## src/rtl/rob_commit_ctrl_pkg.sv

```systemverilog
`default_nettype none
// ============================================================================
// Module      : rob_commit_ctrl_pkg
// Description : Shared constants, FSM state encoding and per-entry status
//               type for the reorder-buffer commit controller.
// Revision    : 1.0 - initial release
// ============================================================================
package rob_commit_ctrl_pkg;

  // Default ROB index width and the matching buffer depth.
  localparam int INDEX_WIDTH_DEF = 5;
  localparam int ROB_DEPTH       = 1 << INDEX_WIDTH_DEF;

  // Commit FSM state encoding.
  localparam logic [1:0] ST_IDLE    = 2'd0;
  localparam logic [1:0] ST_FLUSH   = 2'd1;
  localparam logic [1:0] ST_RECOVER = 2'd2;

  // Status of one ROB entry as seen by the commit selector.
  typedef struct packed {
    logic valid;
    logic done;
    logic exc;
    logic store;
  } entry_status_t;

  // Entry has completed cleanly and is eligible to retire (store gating aside).
  function automatic logic entry_retirable(input entry_status_t s);
    return s.valid & s.done & ~s.exc;
  endfunction

endpackage : rob_commit_ctrl_pkg
`default_nettype wire

```

## src/rtl/rob_commit_if.sv

```systemverilog
`default_nettype none
// ============================================================================
// Module      : rob_commit_if
// Description : Dispatch/writeback/LSQ/retire signal bundle of the ROB commit
//               controller. master = environment side, slave = controller.
// Revision    : 1.0 - initial release
// ============================================================================
interface rob_commit_if #(
  parameter int INDEX_WIDTH = 5
);
  logic [INDEX_WIDTH-1:0] head_i;

  logic                   alloc1_valid_i;
  logic [INDEX_WIDTH-1:0] alloc1_idx_i;
  logic                   alloc1_store_i;
  logic                   alloc2_valid_i;
  logic [INDEX_WIDTH-1:0] alloc2_idx_i;
  logic                   alloc2_store_i;

  logic                   wb1_valid_i;
  logic [INDEX_WIDTH-1:0] wb1_idx_i;
  logic                   wb1_exc_i;
  logic                   wb2_valid_i;
  logic [INDEX_WIDTH-1:0] wb2_idx_i;
  logic                   wb2_exc_i;

  logic                   st_commit_ready_i;
  logic                   st_commit_valid_o;
  logic [INDEX_WIDTH-1:0] st_commit_idx_o;

  logic [1:0]             comcnt_o;
  logic                   ret0_valid_o;
  logic [INDEX_WIDTH-1:0] ret0_idx_o;
  logic                   ret1_valid_o;
  logic [INDEX_WIDTH-1:0] ret1_idx_o;

  logic                   flush_o;
  logic [INDEX_WIDTH-1:0] flush_idx_o;
  logic                   stall_alloc_o;

  modport master (
    output head_i,
    output alloc1_valid_i, alloc1_idx_i, alloc1_store_i,
    output alloc2_valid_i, alloc2_idx_i, alloc2_store_i,
    output wb1_valid_i, wb1_idx_i, wb1_exc_i,
    output wb2_valid_i, wb2_idx_i, wb2_exc_i,
    output st_commit_ready_i,
    input  st_commit_valid_o, st_commit_idx_o,
    input  comcnt_o, ret0_valid_o, ret0_idx_o, ret1_valid_o, ret1_idx_o,
    input  flush_o, flush_idx_o, stall_alloc_o
  );

  modport slave (
    input  head_i,
    input  alloc1_valid_i, alloc1_idx_i, alloc1_store_i,
    input  alloc2_valid_i, alloc2_idx_i, alloc2_store_i,
    input  wb1_valid_i, wb1_idx_i, wb1_exc_i,
    input  wb2_valid_i, wb2_idx_i, wb2_exc_i,
    input  st_commit_ready_i,
    output st_commit_valid_o, st_commit_idx_o,
    output comcnt_o, ret0_valid_o, ret0_idx_o, ret1_valid_o, ret1_idx_o,
    output flush_o, flush_idx_o, stall_alloc_o
  );

endinterface : rob_commit_if
`default_nettype wire

```

## src/rtl/rob_commit_select.sv

```systemverilog
`default_nettype none
// ============================================================================
// Module      : rob_commit_select
// Description : Two-slot in-order commit selection and single-store
//               arbitration for the ROB commit controller. Purely
//               combinational.
// Revision    : 1.0 - initial release
// ============================================================================
module rob_commit_select
  import rob_commit_ctrl_pkg::*;
#(
  parameter int INDEX_WIDTH = INDEX_WIDTH_DEF
) (
  input  logic                   en_i,        // controller is in normal commit mode
  input  entry_status_t          slot0_i,
  input  entry_status_t          slot1_i,
  input  logic [INDEX_WIDTH-1:0] idx0_i,
  input  logic [INDEX_WIDTH-1:0] idx1_i,
  input  logic                   st_ready_i,
  output logic                   commit0_o,
  output logic                   commit1_o,
  output logic [1:0]             comcnt_o,
  output logic                   st_valid_o,
  output logic [INDEX_WIDTH-1:0] st_idx_o,
  output logic                   exc_head_o
);

  logic ok0;
  logic ok1;
  logic offer0;
  logic offer1;

  // Slot qualification, in-order commit and one-store-per-cycle arbitration.
  always_comb begin
    ok0 = en_i & entry_retirable(slot0_i);
    ok1 = en_i & entry_retirable(slot1_i);

    commit0_o = ok0 & (~slot0_i.store | st_ready_i);
    // Slot 1 may only retire behind slot 0, and may only be a store when
    // slot 0 did not already use the single LSQ commit port.
    commit1_o = commit0_o & ok1 & (~slot1_i.store | (st_ready_i & ~slot0_i.store));

    // The offered store is the first store in the in-order committable run,
    // independent of whether the LSQ is ready this cycle.
    offer0 = ok0 & slot0_i.store;
    offer1 = ok0 & ~slot0_i.store & ok1 & slot1_i.store;

    st_valid_o = offer0 | offer1;
    st_idx_o   = offer0 ? idx0_i : (offer1 ? idx1_i : '0);

    comcnt_o   = {1'b0, commit0_o} + {1'b0, commit1_o};
    exc_head_o = en_i & slot0_i.valid & slot0_i.done & slot0_i.exc;
  end

endmodule : rob_commit_select
`default_nettype wire

```

## src/rtl/rob_commit_ctrl.sv

```systemverilog
`default_nettype none
// ============================================================================
// Module      : rob_commit_ctrl
// Description : Commit-side controller of the reorder buffer. Holds the
//               per-entry valid/done/exc/store bitmaps, retires up to two
//               completed entries per cycle from the head, and runs the
//               flush/recover sequence when a faulting entry reaches the head.
// Revision    : 1.0 - initial release
// ============================================================================
module rob_commit_ctrl
  import rob_commit_ctrl_pkg::*;
#(
  parameter int INDEX_WIDTH    = INDEX_WIDTH_DEF,
  parameter int RECOVER_CYCLES = 2
) (
  input  logic         clk,
  input  logic         rst_n,
  rob_commit_if.slave  bus
);

  // The default configuration picks up the shared depth constant directly.
  localparam int DEPTH = (INDEX_WIDTH == INDEX_WIDTH_DEF) ? ROB_DEPTH : (1 << INDEX_WIDTH);
  localparam int CNT_W = (RECOVER_CYCLES > 1) ? $clog2(RECOVER_CYCLES) : 1;
  localparam logic [CNT_W-1:0] CNT_LOAD = CNT_W'(RECOVER_CYCLES - 1);
  localparam logic [INDEX_WIDTH-1:0] IDX_ONE = {{(INDEX_WIDTH-1){1'b0}}, 1'b1};

  logic [DEPTH-1:0]       valid_q, valid_d;
  logic [DEPTH-1:0]       done_q,  done_d;
  logic [DEPTH-1:0]       exc_q,   exc_d;
  logic [DEPTH-1:0]       store_q, store_d;
  logic [1:0]             state_q, state_d;
  logic [CNT_W-1:0]       cnt_q,   cnt_d;
  logic [INDEX_WIDTH-1:0] flush_idx_q, flush_idx_d;

  logic [INDEX_WIDTH-1:0] idx0;
  logic [INDEX_WIDTH-1:0] idx1;
  entry_status_t          slot0;
  entry_status_t          slot1;
  logic                   commit0;
  logic                   commit1;
  logic [1:0]             comcnt;
  logic                   st_valid;
  logic [INDEX_WIDTH-1:0] st_idx;
  logic                   exc_head;
  logic                   idle;

  assign idle = (state_q == ST_IDLE);
  // Slot 1 wraps naturally at the index width (last entry -> entry 0).
  assign idx0 = bus.head_i;
  assign idx1 = bus.head_i + IDX_ONE;

  // Gather the registered status of the two commit slots.
  always_comb begin
    slot0 = '{valid: valid_q[idx0], done: done_q[idx0], exc: exc_q[idx0], store: store_q[idx0]};
    slot1 = '{valid: valid_q[idx1], done: done_q[idx1], exc: exc_q[idx1], store: store_q[idx1]};
  end

  rob_commit_select #(
    .INDEX_WIDTH (INDEX_WIDTH)
  ) u_select (
    .en_i       (idle),
    .slot0_i    (slot0),
    .slot1_i    (slot1),
    .idx0_i     (idx0),
    .idx1_i     (idx1),
    .st_ready_i (bus.st_commit_ready_i),
    .commit0_o  (commit0),
    .commit1_o  (commit1),
    .comcnt_o   (comcnt),
    .st_valid_o (st_valid),
    .st_idx_o   (st_idx),
    .exc_head_o (exc_head)
  );

  // Flush/recover sequencing and latching of the faulting index.
  always_comb begin
    state_d     = state_q;
    cnt_d       = cnt_q;
    flush_idx_d = flush_idx_q;
    case (state_q)
      ST_IDLE: begin
        if (exc_head) begin
          state_d     = ST_FLUSH;
          flush_idx_d = idx0;
        end
      end
      ST_FLUSH: begin
        state_d = ST_RECOVER;
        cnt_d   = CNT_LOAD;
      end
      ST_RECOVER: begin
        if (cnt_q == '0) begin
          state_d = ST_IDLE;
        end else begin
          cnt_d = cnt_q - 1'b1;
        end
      end
      default: begin
        state_d = ST_IDLE;
        cnt_d   = '0;
      end
    endcase
  end

  // Bitmap next state; later assignments win: writeback < commit-clear < alloc.
  always_comb begin
    valid_d = valid_q;
    done_d  = done_q;
    exc_d   = exc_q;
    store_d = store_q;
    if (idle) begin
      if (bus.wb1_valid_i && valid_q[bus.wb1_idx_i]) begin
        done_d[bus.wb1_idx_i] = 1'b1;
        exc_d[bus.wb1_idx_i]  = bus.wb1_exc_i;
      end
      if (bus.wb2_valid_i && valid_q[bus.wb2_idx_i]) begin
        done_d[bus.wb2_idx_i] = 1'b1;
        exc_d[bus.wb2_idx_i]  = bus.wb2_exc_i;
      end
      if (commit0) begin
        valid_d[idx0] = 1'b0;
        done_d[idx0]  = 1'b0;
      end
      if (commit1) begin
        valid_d[idx1] = 1'b0;
        done_d[idx1]  = 1'b0;
      end
      if (bus.alloc1_valid_i) begin
        valid_d[bus.alloc1_idx_i] = 1'b1;
        done_d[bus.alloc1_idx_i]  = 1'b0;
        exc_d[bus.alloc1_idx_i]   = 1'b0;
        store_d[bus.alloc1_idx_i] = bus.alloc1_store_i;
      end
      if (bus.alloc2_valid_i) begin
        valid_d[bus.alloc2_idx_i] = 1'b1;
        done_d[bus.alloc2_idx_i]  = 1'b0;
        exc_d[bus.alloc2_idx_i]   = 1'b0;
        store_d[bus.alloc2_idx_i] = bus.alloc2_store_i;
      end
    end else if (state_q == ST_FLUSH) begin
      valid_d = '0;
      done_d  = '0;
      exc_d   = '0;
      store_d = '0;
    end
  end

  // State, counter, flush index and status bitmap registers.
  always_ff @(posedge clk or negedge rst_n) begin
    if (!rst_n) begin
      state_q     <= ST_IDLE;
      cnt_q       <= '0;
      flush_idx_q <= '0;
      valid_q     <= '0;
      done_q      <= '0;
      exc_q       <= '0;
      store_q     <= '0;
    end else begin
      state_q     <= state_d;
      cnt_q       <= cnt_d;
      flush_idx_q <= flush_idx_d;
      valid_q     <= valid_d;
      done_q      <= done_d;
      exc_q       <= exc_d;
      store_q     <= store_d;
    end
  end

  // Retire/store outputs are zero whenever their slot is not active.
  assign bus.comcnt_o          = comcnt;
  assign bus.ret0_valid_o      = commit0;
  assign bus.ret0_idx_o        = commit0 ? idx0 : '0;
  assign bus.ret1_valid_o      = commit1;
  assign bus.ret1_idx_o        = commit1 ? idx1 : '0;
  assign bus.st_commit_valid_o = st_valid;
  assign bus.st_commit_idx_o   = st_idx;
  assign bus.flush_o           = (state_q == ST_FLUSH);
  assign bus.flush_idx_o       = flush_idx_q;
  assign bus.stall_alloc_o     = ~idle;

`ifndef SYNTHESIS
  // Two dispatch ports must never allocate the same entry in one cycle.
  a_alloc_distinct: assert property (@(posedge clk) disable iff (!rst_n)
    !(bus.alloc1_valid_i && bus.alloc2_valid_i && (bus.alloc1_idx_i == bus.alloc2_idx_i)));
`endif

endmodule : rob_commit_ctrl
`default_nettype wire

```

## src/flat_wrapper.sv

```systemverilog
// flat-port wrapper written by rule: the top's interface ports become plain ports
module rob_commit_ctrl_flat import rob_commit_ctrl_pkg::*;
#(
  parameter int INDEX_WIDTH    = INDEX_WIDTH_DEF,
  parameter int RECOVER_CYCLES = 2
)
  (clk, rst_n, bus_head_i, bus_alloc1_valid_i, bus_alloc1_idx_i, bus_alloc1_store_i, bus_alloc2_valid_i, bus_alloc2_idx_i, bus_alloc2_store_i, bus_wb1_valid_i, bus_wb1_idx_i, bus_wb1_exc_i, bus_wb2_valid_i, bus_wb2_idx_i, bus_wb2_exc_i, bus_st_commit_ready_i, bus_st_commit_valid_o, bus_st_commit_idx_o, bus_comcnt_o, bus_ret0_valid_o, bus_ret0_idx_o, bus_ret1_valid_o, bus_ret1_idx_o, bus_flush_o, bus_flush_idx_o, bus_stall_alloc_o);
  rob_commit_if #(.INDEX_WIDTH(INDEX_WIDTH)) bus_i ();
  input  logic clk;
  input  logic rst_n;
  input wire logic [$bits(bus_i.head_i)-1:0] bus_head_i;
  input wire logic [$bits(bus_i.alloc1_valid_i)-1:0] bus_alloc1_valid_i;
  input wire logic [$bits(bus_i.alloc1_idx_i)-1:0] bus_alloc1_idx_i;
  input wire logic [$bits(bus_i.alloc1_store_i)-1:0] bus_alloc1_store_i;
  input wire logic [$bits(bus_i.alloc2_valid_i)-1:0] bus_alloc2_valid_i;
  input wire logic [$bits(bus_i.alloc2_idx_i)-1:0] bus_alloc2_idx_i;
  input wire logic [$bits(bus_i.alloc2_store_i)-1:0] bus_alloc2_store_i;
  input wire logic [$bits(bus_i.wb1_valid_i)-1:0] bus_wb1_valid_i;
  input wire logic [$bits(bus_i.wb1_idx_i)-1:0] bus_wb1_idx_i;
  input wire logic [$bits(bus_i.wb1_exc_i)-1:0] bus_wb1_exc_i;
  input wire logic [$bits(bus_i.wb2_valid_i)-1:0] bus_wb2_valid_i;
  input wire logic [$bits(bus_i.wb2_idx_i)-1:0] bus_wb2_idx_i;
  input wire logic [$bits(bus_i.wb2_exc_i)-1:0] bus_wb2_exc_i;
  input wire logic [$bits(bus_i.st_commit_ready_i)-1:0] bus_st_commit_ready_i;
  output wire logic [$bits(bus_i.st_commit_valid_o)-1:0] bus_st_commit_valid_o;
  output wire logic [$bits(bus_i.st_commit_idx_o)-1:0] bus_st_commit_idx_o;
  output wire logic [$bits(bus_i.comcnt_o)-1:0] bus_comcnt_o;
  output wire logic [$bits(bus_i.ret0_valid_o)-1:0] bus_ret0_valid_o;
  output wire logic [$bits(bus_i.ret0_idx_o)-1:0] bus_ret0_idx_o;
  output wire logic [$bits(bus_i.ret1_valid_o)-1:0] bus_ret1_valid_o;
  output wire logic [$bits(bus_i.ret1_idx_o)-1:0] bus_ret1_idx_o;
  output wire logic [$bits(bus_i.flush_o)-1:0] bus_flush_o;
  output wire logic [$bits(bus_i.flush_idx_o)-1:0] bus_flush_idx_o;
  output wire logic [$bits(bus_i.stall_alloc_o)-1:0] bus_stall_alloc_o;
  assign bus_i.head_i = bus_head_i;
  assign bus_i.alloc1_valid_i = bus_alloc1_valid_i;
  assign bus_i.alloc1_idx_i = bus_alloc1_idx_i;
  assign bus_i.alloc1_store_i = bus_alloc1_store_i;
  assign bus_i.alloc2_valid_i = bus_alloc2_valid_i;
  assign bus_i.alloc2_idx_i = bus_alloc2_idx_i;
  assign bus_i.alloc2_store_i = bus_alloc2_store_i;
  assign bus_i.wb1_valid_i = bus_wb1_valid_i;
  assign bus_i.wb1_idx_i = bus_wb1_idx_i;
  assign bus_i.wb1_exc_i = bus_wb1_exc_i;
  assign bus_i.wb2_valid_i = bus_wb2_valid_i;
  assign bus_i.wb2_idx_i = bus_wb2_idx_i;
  assign bus_i.wb2_exc_i = bus_wb2_exc_i;
  assign bus_i.st_commit_ready_i = bus_st_commit_ready_i;
  assign bus_st_commit_valid_o = bus_i.st_commit_valid_o;
  assign bus_st_commit_idx_o = bus_i.st_commit_idx_o;
  assign bus_comcnt_o = bus_i.comcnt_o;
  assign bus_ret0_valid_o = bus_i.ret0_valid_o;
  assign bus_ret0_idx_o = bus_i.ret0_idx_o;
  assign bus_ret1_valid_o = bus_i.ret1_valid_o;
  assign bus_ret1_idx_o = bus_i.ret1_idx_o;
  assign bus_flush_o = bus_i.flush_o;
  assign bus_flush_idx_o = bus_i.flush_idx_o;
  assign bus_stall_alloc_o = bus_i.stall_alloc_o;
  rob_commit_ctrl #(.INDEX_WIDTH(INDEX_WIDTH), .RECOVER_CYCLES(RECOVER_CYCLES)) u_core (.clk(clk), .rst_n(rst_n), .bus(bus_i));
endmodule
```

## config.mk

```make
export PLATFORM = sky130hd
export DESIGN_NAME = rob_commit_ctrl_flat
export DESIGN_NICKNAME = d
export VERILOG_FILES = /design/src/rtl/rob_commit_ctrl_pkg.sv /design/src/rtl/rob_commit_if.sv /design/src/rtl/rob_commit_select.sv /design/src/rtl/rob_commit_ctrl.sv /design/src/flat_wrapper.sv
export SDC_FILE = /design/constraint.sdc
export NUM_CORES = 1
export LEC_CHECK = 0
export CAP_MARGIN = 20
export CORE_ASPECT_RATIO = 0.9
export CORE_MARGIN = 4
export CORE_UTILIZATION = 56
export DETAILED_ROUTE_END_ITERATION = 6
export PLACE_DENSITY_LB_ADDON = 0.05
export SKIP_CTS_REPAIR_TIMING = 1
export SYNTH_ARGS = -nofsm -noshare
export SYNTH_HDL_FRONTEND = slang
export SYNTH_HIERARCHICAL = 1
export SYNTH_SLANG_ARGS = --single-unit
```

## constraint.sdc

```tcl
create_clock -name clk -period 5.9 [get_ports clk]
set_clock_uncertainty 0.15 [all_clocks]
set_input_delay 1.18 -clock clk [delete_from_list [all_inputs] [get_ports clk]]
set_output_delay 1.18 -clock clk [all_outputs]
set_load 0.03 [all_outputs]
```

# [Word-level counts from Yosys, hierarchy flattened]
# Index checks and enable logic that the tools add are counted.
# W data, S select, Z words.
[word_totals] register_bits=136 input_bits=36 output_inout_bits=27 elab_cells=157
[op_classes] add_sub_neg=3 magnitude_cmp=12 eq_ne=4 mux=78 bitwise_logic=41 reduce_logical=12
[ops] operator="$mux W32" n=33
[ops] operator="$and A32 B32 Y32" n=8
[ops] operator="$bwmux W32" n=4
[ops] operator="$not A32 Y32" n=4
[ops] operator="$or A32 B32 Y32" n=4
[ops] operator="$bmux W1 S5" n=10
[ops] operator="$lt A5 B6 Y1 const B" n=6
[ops] operator="$demux W1 S5" n=6
[ops] operator="$ge A5 B1 Y1 const B" n=6
[ops] operator="$mux W5" n=4
[ops] operator="$and A1 B1 Y1" n=17
[ops] operator="$mux W1" n=17
[ops] operator="$logic_and A1 B1 Y1" n=8
[ops] operator="$pmux W2 S3" n=1
[ops] operator="$add A5 B1 Y5 const B" n=1
[ops] operator="$not A1 Y1" n=5
[ops] operator="$mux W2" n=2
[ops] operator="$reduce_and A2 Y1" n=2
[ops] operator="$or A1 B1 Y1" n=3
[ops] operator="$pmux W1 S3" n=1
[ops] operator="$add A1 B1 Y2" n=1
[ops] operator="$eq A2 B1 Y1 const B" n=1
[ops] operator="$eq A2 B2 Y1 const B" n=1
[ops] operator="$logic_not A2 Y1" n=1
[ops] operator="4 further kinds" n=4

# [Longest topological paths before layout]
# Gate-level depths: netlist of the first run.
[depth] word_depth=22 mapped_depth=23 depth_no_buf=16

# [Cells and area by module]
# Netlist of the first run, hierarchy kept.
[modules_own_cells] module="rob_commit_ctrl" n_inst=1 cells_each=1327 area_each_um2=11786.3
[modules_own_cells] module="rob_commit_select" n_inst=1 cells_each=30 area_each_um2=181.4

# [Least setup slack after synthesis of the first run]
# No wires, ideal clock.
[synth_path] path_type="input-to-output" from="input bus_head_i[0]" to="output bus_ret1_idx_o[0]" t_arrival_ps=5801 slack_ps=-1231 stages=17 cell_sequence="buf_2 > buf_2 > buf_2 > buf_2 > inv_1 > ha_1 > clkbuf_1 > clkbuf_1 > clkbuf_1 > mux4_2 > a221oi_1 > nand2_1 > and4b_1 > nand2_1 > nor2_1 > clkbuf_1 > nor2b_1"
[synth_lines] item="from (decl)" line="flat_wrapper.sv:11" source="input wire logic [$bits(bus_i.head_i)-1:0] bus_head_i;"
[synth_lines] item="to (decl)" line="flat_wrapper.sv:31" source="output wire logic [$bits(bus_i.ret1_idx_o)-1:0] bus_ret1_idx_o;"

==> results of run 1 <==
## cell families after synthesis
family | share of synthesized area
XOR/XNOR | 0.00146
adder cells (fa/ha/maj) | 0.00617
AND/OR/NAND/NOR | 0.201
flip-flops | 0.284
AO/OA/AOI/OAI | 0.270
multiplexers | 0.184
buffers and inverters | 0.0536
## metal layers
| layer | share of wire | wire [µm] | GRT usage |
|---|---|---|---|
| met1 | 0.37 | 19000 | 0.597 |
| met2 | 0.40 | 20300 | 0.570 |
| met3 | 0.17 | 8720 | 0.173 |
| met4 | 0.059 | 3000 | 0.187 |
| met5 | 0.00016 | 8 | 0 |
## critical path: cells and delay by family
kind                       cells  cell delay [ns]
muxes                          2             0.64
AOI/OAI and AO/OA              2             0.36
adders and majority gates      1             0.34
buffers and inverters          5             0.83
and+or+nand+nor                5             0.77
## flip-flops by register name (all words and copies together), names as in the netlist
name                    count
u_core/bus.flush_idx_o      5
u_core/done_q              32
u_core/store_q             32
u_core/state_q              2
u_core/cnt_q                1
u_core/exc_q               32
u_core/valid_q             32
## synth_stat cells (16+ instances only)
| library cell | number |
|---|---|
| nor2b_1 | 21 |
| a21boi_0 | 20 |
| o22ai_1 | 17 |
| nor3_1 | 29 |
| mux4_2 | 77 |
| nor2_1 | 113 |
| a2bb2oi_1 | 24 |
| nand3_1 | 34 |
| dfrtp_1 | 136 |
| a22oi_1 | 37 |
| a21oi_1 | 113 |
| a31oi_1 | 20 |
| and2_1 | 36 |
| mux2_2 | 19 |
| a221oi_1 | 50 |
| a311oi_1 | 16 |
| mux2i_1 | 23 |
| clkbuf_1 | 83 |
| o21ai_0 | 76 |
| nand2_1 | 151 |
| o31a_1 | 25 |
| inv_1 | 27 |
| nand2b_1 | 16 |
| a32oi_1 | 20 |
| buf_2 | 21 |
## through the flow
stage	util	instance area, µm²
global route	0.645	13500
detailed placement	0.619	12900
floorplan	-	12000
finish	0.645	13500
global placement	0.618	12900
CTS	0.645	13500
## power breakdown
| part | internal (mW) | total (mW) | switching, mW |
|---|---|---|---|
| Sequential | 1.33 | 2.04 | 0.705 |
| Clock | 0.560 | 1.04 | 0.482 |
| Combinational | 1.05 | 2.20 | 1.15 |
| Total | 2.94 | 5.28 | 2.34 |
## cell type report
| type | count | area, µm² |
|---|---|---|
| inverter | 29 | 109 |
| clock buffer | 19 | 443 |
| timing repair buffer | 119 | 1080 |
| sequential | 136 | 3410 |
| fill | 1800 | 7410 |
| multi-input combinational | 1072 | 7980 |
| tap | 286 | 358 |
| clock inverter | 13 | 108 |
## worst min-delay path by stage
stage	slack (ns)	end	from	depth (start not counted)
2_1_floorplan	0.31	u_core/cnt_q$_DFFE_PN0N_	u_core/cnt_q$_DFFE_PN0N_	2
3_3_place_gp	0.32	u_core/cnt_q$_DFFE_PN0N_	u_core/cnt_q$_DFFE_PN0N_	2
3_5_place_dp	0.33	u_core/cnt_q$_DFFE_PN0N_	u_core/cnt_q$_DFFE_PN0N_	2
4_1_cts	0.35	u_core/cnt_q$_DFFE_PN0N_	u_core/cnt_q$_DFFE_PN0N_	2
5_1_grt	0.38	u_core/bus.flush_idx_o[0]$_DFFE_PN0P_	u_core/bus.flush_idx_o[0]$_DFFE_PN0P_	1
6_report	0.35	u_core/cnt_q$_DFFE_PN0N_	u_core/cnt_q$_DFFE_PN0N_	2
==> impl_results.md, run 1 <==
* Outcome: complete, but fails checks
* Failing checks: design-rule violations
* Number of synthesized register bits at around 140
* Grt ovf at 0
* Tightest Pin Transition at 1.20 ns
* Core area at roughly 21000 µm²
* Commonest non-fill, non-tap cell in the layout: nand2_1
* Placed insts at roughly 1600
* CTS clock-pin slew for the worst setup and hold paths at 0.06 ns
* Max Root-Sink Buffers at 2
* Cells on worst reg2reg path at 13
* Synth area leader: dfrtp_1
* Final Max Slew Viols at 0
* DRT iter0 DRCs at around 2300
* FF-to-FF Start: u_core/exc_q[26]$_DFFE_PN0P_
* Global-route wire length before repair at 75.6 mm
* Unrepaired setup endpoints after global routing: no
* CP Capture Type: output port
* Gate Count Post-Synth at 1357
* TritonCTS Buffers at 17
* Crit Path Class: in2out
* HPWL Detailed at 37.0 mm
* Final Hold Fails at 0
* Cell Area, Synth at between 10000 and 15000 µm²
* GRT Total Usage at 0.423
* Synth async-reset ratio at 1.00
* Final min period at 5.48 ns
* Highest clock rate at 0.182 GHz
* CP max FO at 26
* Worst setup SP type: input port
* Leak pwr at 5.16 nW
* Initial Utilization at 0.573
* Vias in the first global route at 11687
* Vias at 12791
* Ant diodes at 0
* Synth top area cells: dfrtp_1 28%, mux4_2 14%, nand2_1 4.7%
* Commonest non-fill, non-tap cells in the layout: 151 x nand2_1, 135 x dfrtp_1, 113 x a21oi_1
* # rows at 50
* Critical Path AT at slightly above 4 ns
* Root buffer cell: clkbuf_16
* Max VDD drop at between 0.0002 and 0.0003 V
* Overall power at roughly 5.3 mW
* Sequential share of the synthesized area at 0.284
* Pin count of the biggest net entering global routing at 100
* PwrDens at about 400 nW/µm²
* Port Buffers at between 60 and 70
* Clock Sinks at 136
* DRC viols at 2
* Via/cell ratio at 7.64
* ANT nets after route at 0
* Final Cycle Share at 0.929
* IO Pins at 63
* Die height at 147 µm
* R2r setup slk at approximately 1.7 ns
* Gp weighted congestion at 1.04
* Critical path's slowest cell: ha_1
* HP Class: reg2reg
* Crit-path max cell delay at 0.34 ns
* Final setup viols at 0
* Die footprint at 23800 µm²
* Yosys warns at 6
* Final net count at 1416
* Max cap viols at 0
* Pre-antenna DRT Iters at 7
* Ys flop type: dfrtp_1
* Initial antenna violation count at 1
* Clk Latency, worst-skew pair at 0.44 ns
* Number of flops mapped to enable cells by yosys at 0
* Avg WL per Cell at between 30 and 40 µm
* Req. time, crit path at 4.57 ns
* Top cell type's share of synthesized area at 0.284
* Dpl ws at 0.166 ns
* Relative slew slack at 0.197
* Synth-to-Final Area Change at 12.7%
* Syn_area_per_cell at just under 9 µm²
* TNS Setup at 0 ns
* Htree depth at 4
* Post-synth cell types at 81
* Share of cells above drive strength 1 at 0.174
* Crit path cell chain: buf_2 -> inv_1 -> ha_1 -> buf_12 -> mux4_2 -> mux2i_1 -> o22ai_1 -> a221oi_1 -> nand2_1 -> and4b_1 -> nand2_1 -> nor2_4 -> buf_4 -> nor2b_4 -> buf_4
* RR Endpoint: u_core/done_q[23]$_DFFE_PN0P_
* Layout Cells excl Fill at 1674
* Routed wire length at 51.0 mm
* Min Hold Slack at 0.355 ns
* Worst setup path endpoint: bus_ret1_idx_o[2]
* Synthesized Nets at 1398
* CTS tree: yes
* PnR worst setup slack at around 0.42 ns
* Die Wd at 162 µm
* Worst setup path start: bus_head_i[1]
Note: power is estimated with default switching activity, not from simulation.
==> inputs of run 2 (changes only) <==
Settings changed: CTS_CLUSTER_SIZE set to 30.
==> results of run 2 <==
No change in the layout: final DEF, timing and power equal those of run 1.
==> inputs of run 3 (changes only) <==
Settings changed: CORE_ASPECT_RATIO 0.9 to not set, SLEW_MARGIN set to 10.
==> run 3 against run 2 <==
The run now ends clean; critical endpoint is now bus_comcnt_o[0]; total power grew 1.1%; critical path type unchanged; maximum frequency fell by 4.8%; worst hold slack gained 0.0080 ns; highest routed layer unchanged; wire length is 3.0% lower; flip-flop and latch count stayed put.
==> impl_results.md, run 3 (synthesis results as in run 1) <==
* HP Class: reg2reg
* Ant diodes at 0
* Leak pwr at between 5 and 6 nW
* Final Max Slew Viols at 0
* HPWL Detailed at 36.1 mm
* Layout Cells excl Fill at 1648
* Overall power at 5.34 mW
* Die Wd at 154 µm
* PwrDens at 399 nW/µm²
* Final setup viols at 0
* Max cap viols at 0
* Worst setup SP type: input port
* Via/cell ratio at 7.67
* Outcome: complete, no violations
* Fin area at approximately 13000 µm²
* Global-route wire length before repair at 75.0 mm
* Avg WL per Cell at around 30 µm
* Clk Latency, worst-skew pair at 0.44 ns
* Max VDD drop at 0.000285 V
* Max Root-Sink Buffers at 2
* Unrepaired setup endpoints after global routing: no
* Placed insts at 1616
* Pre-antenna DRT Iters at 6
* CTS clock-pin slew for the worst setup and hold paths at roughly 0.070 ns
* Dpl cell area at 12800 µm²
* CP max FO at 46
* Vias in the first global route at about 12000
* GRT Total Usage at 0.414
* Crit path cell chain: buf_4 -> buf_12 -> mux4_2 -> mux4_2 -> mux2_2 -> nand4b_1 -> a21oi_1 -> ha_1 -> clkdlybuf4s50_1
* Final net count at 1401
* Die footprint at 23800 µm²
* Req. time, crit path at 4.57 ns
* Clock Sinks at roughly 140
* Tightest Pin Transition at 1.15 ns
* Synth-to-Final Area Change at 11.9%
* CTS tree: yes
* Highest clock rate at 0.174 GHz
* Root buffer cell: clkbuf_16
* Commonest non-fill, non-tap cells in the layout: 151 x nand2_1, 135 x dfrtp_1, 113 x a21oi_1
* Gp weighted congestion at 1.06
* Grt ovf at 0
* Initial antenna violation count at 2
* IO Pins at 63
* Port Buffers at 62
* Critical Path AT at 4.43 ns
* Pin count of the biggest net entering global routing at 103
* TNS Setup at 0 ns
* TritonCTS Buffers at 17
* ANT nets after route at 0
* Die height at roughly 150 µm
* Initial Utilization at 0.569
* Vias at 12634
* Relative slew slack at 0.233
* Core area at between 20000 and 25000 µm²
* Final Hold Fails at 0
* Critical path's slowest cell: clkdlybuf4s50_1
* Commonest non-fill, non-tap cell in the layout: nand2_1
* DRT iter0 DRCs at 2017
* Final min period at 5.76 ns
* DRC viols at 0
* Share of cells above drive strength 1 at 0.168
* Crit Path Class: in2out
* CP dominant cell by count: mux4_2
* Min Hold Slack at 0.363 ns
* CP Capture Type: output port
* Crit-path max cell delay at 0.60 ns
* Final Cycle Share at 0.976
* Htree depth at 4
* # rows at 53
* Routed wire length at 49.4 mm
run 3: changes by cell type in the layout (fill, tap and decap cells not counted), sizes merged:
| cell | change |
|---|---|
| buf | -15 |
| clkinv | -4 |
| inv | +3 |
| clkbuf | -2 |
| clkinvlp | +2 |
| bufinv | +1 |
| clkdlybuf4s50 | +1 |
| dlymetal6s2s | -1 |
run 3: layout make-up:
class | instances | area [µm²]
inverter | 29 | 109
clock inverter | 15 | 174
timing repair buffer | 104 | 940
tap | 275 | 344
multi-input combinational | 1072 | 7990
sequential | 136 | 3410
clock buffer | 17 | 425
fill | 1768 | 7630
run 3: where the power goes:
group | switching [mW] | total [mW] | internal (mW) | leakage [nW]
clock | 0.507 | 1.11 | 0.607 | 0.287
combinational | 1.15 | 2.19 | 1.04 | 3.11
sequential | 0.705 | 2.04 | 1.33 | 1.68
total | 2.36 | 5.34 | 2.98 | 5.08
run 3: path summary, 6_finish.rpt:
check | from | end | slack (ns) | cells after the start
max | bus_head_i[0] | bus_comcnt_o[0] | 0.14 | 9
min | u_core/bus.flush_idx_o[3]$_DFFE_PN0P_ | u_core/bus.flush_idx_o[3]$_DFFE_PN0P_ | 0.36 | 1
max reg2reg | u_core/state_q[1]$_DFFE_PN0P_ | u_core/done_q[23]$_DFFE_PN0P_ | 1.29 | 13
min reg2reg | u_core/bus.flush_idx_o[3]$_DFFE_PN0P_ | u_core/bus.flush_idx_o[3]$_DFFE_PN0P_ | 0.36 | 1
max in group asynchronous | rst_n | u_core/exc_q[29]$_DFFE_PN0P_ | 4.06 | 2
min in group asynchronous | rst_n | u_core/bus.flush_idx_o[4]$_DFFE_PN0P_ | 0.53 | 1
run 3: through the flow:
step / util / worst slack (ns)
2_1_floorplan: - / 0.0496
3_3_place_gp: 0.608 / 0.186
3_5_place_dp: 0.608 / 0.161
4_1_cts: 0.636 / 0.151
5_1_grt: 0.637 / 0.0159
6_report: 0.637 / 0.141
run 3: routing by layer:
layer / vias up / part of all wire / GRT usage / routed length, µm
li1: 5263 / - / - / -
met1: 6059 / 0.38 / 0.574 / 18600
met2: 1085 / 0.40 / 0.567 / 19700
met3: 225 / 0.16 / 0.161 / 7730
met4: 2 / 0.069 / 0.198 / 3430
met5: - / 0.00028 / 0 / 14
run 3: critical path, delay by kind of cell:
kind	cells	cell delay [ns]
adder cells (fa/ha/maj)	1	0.28
AND/OR/NAND/NOR	1	0.28
multiplexers	3	1.35
AO/OA/AOI/OAI	1	0.26
buffers and inverters	3	1.04
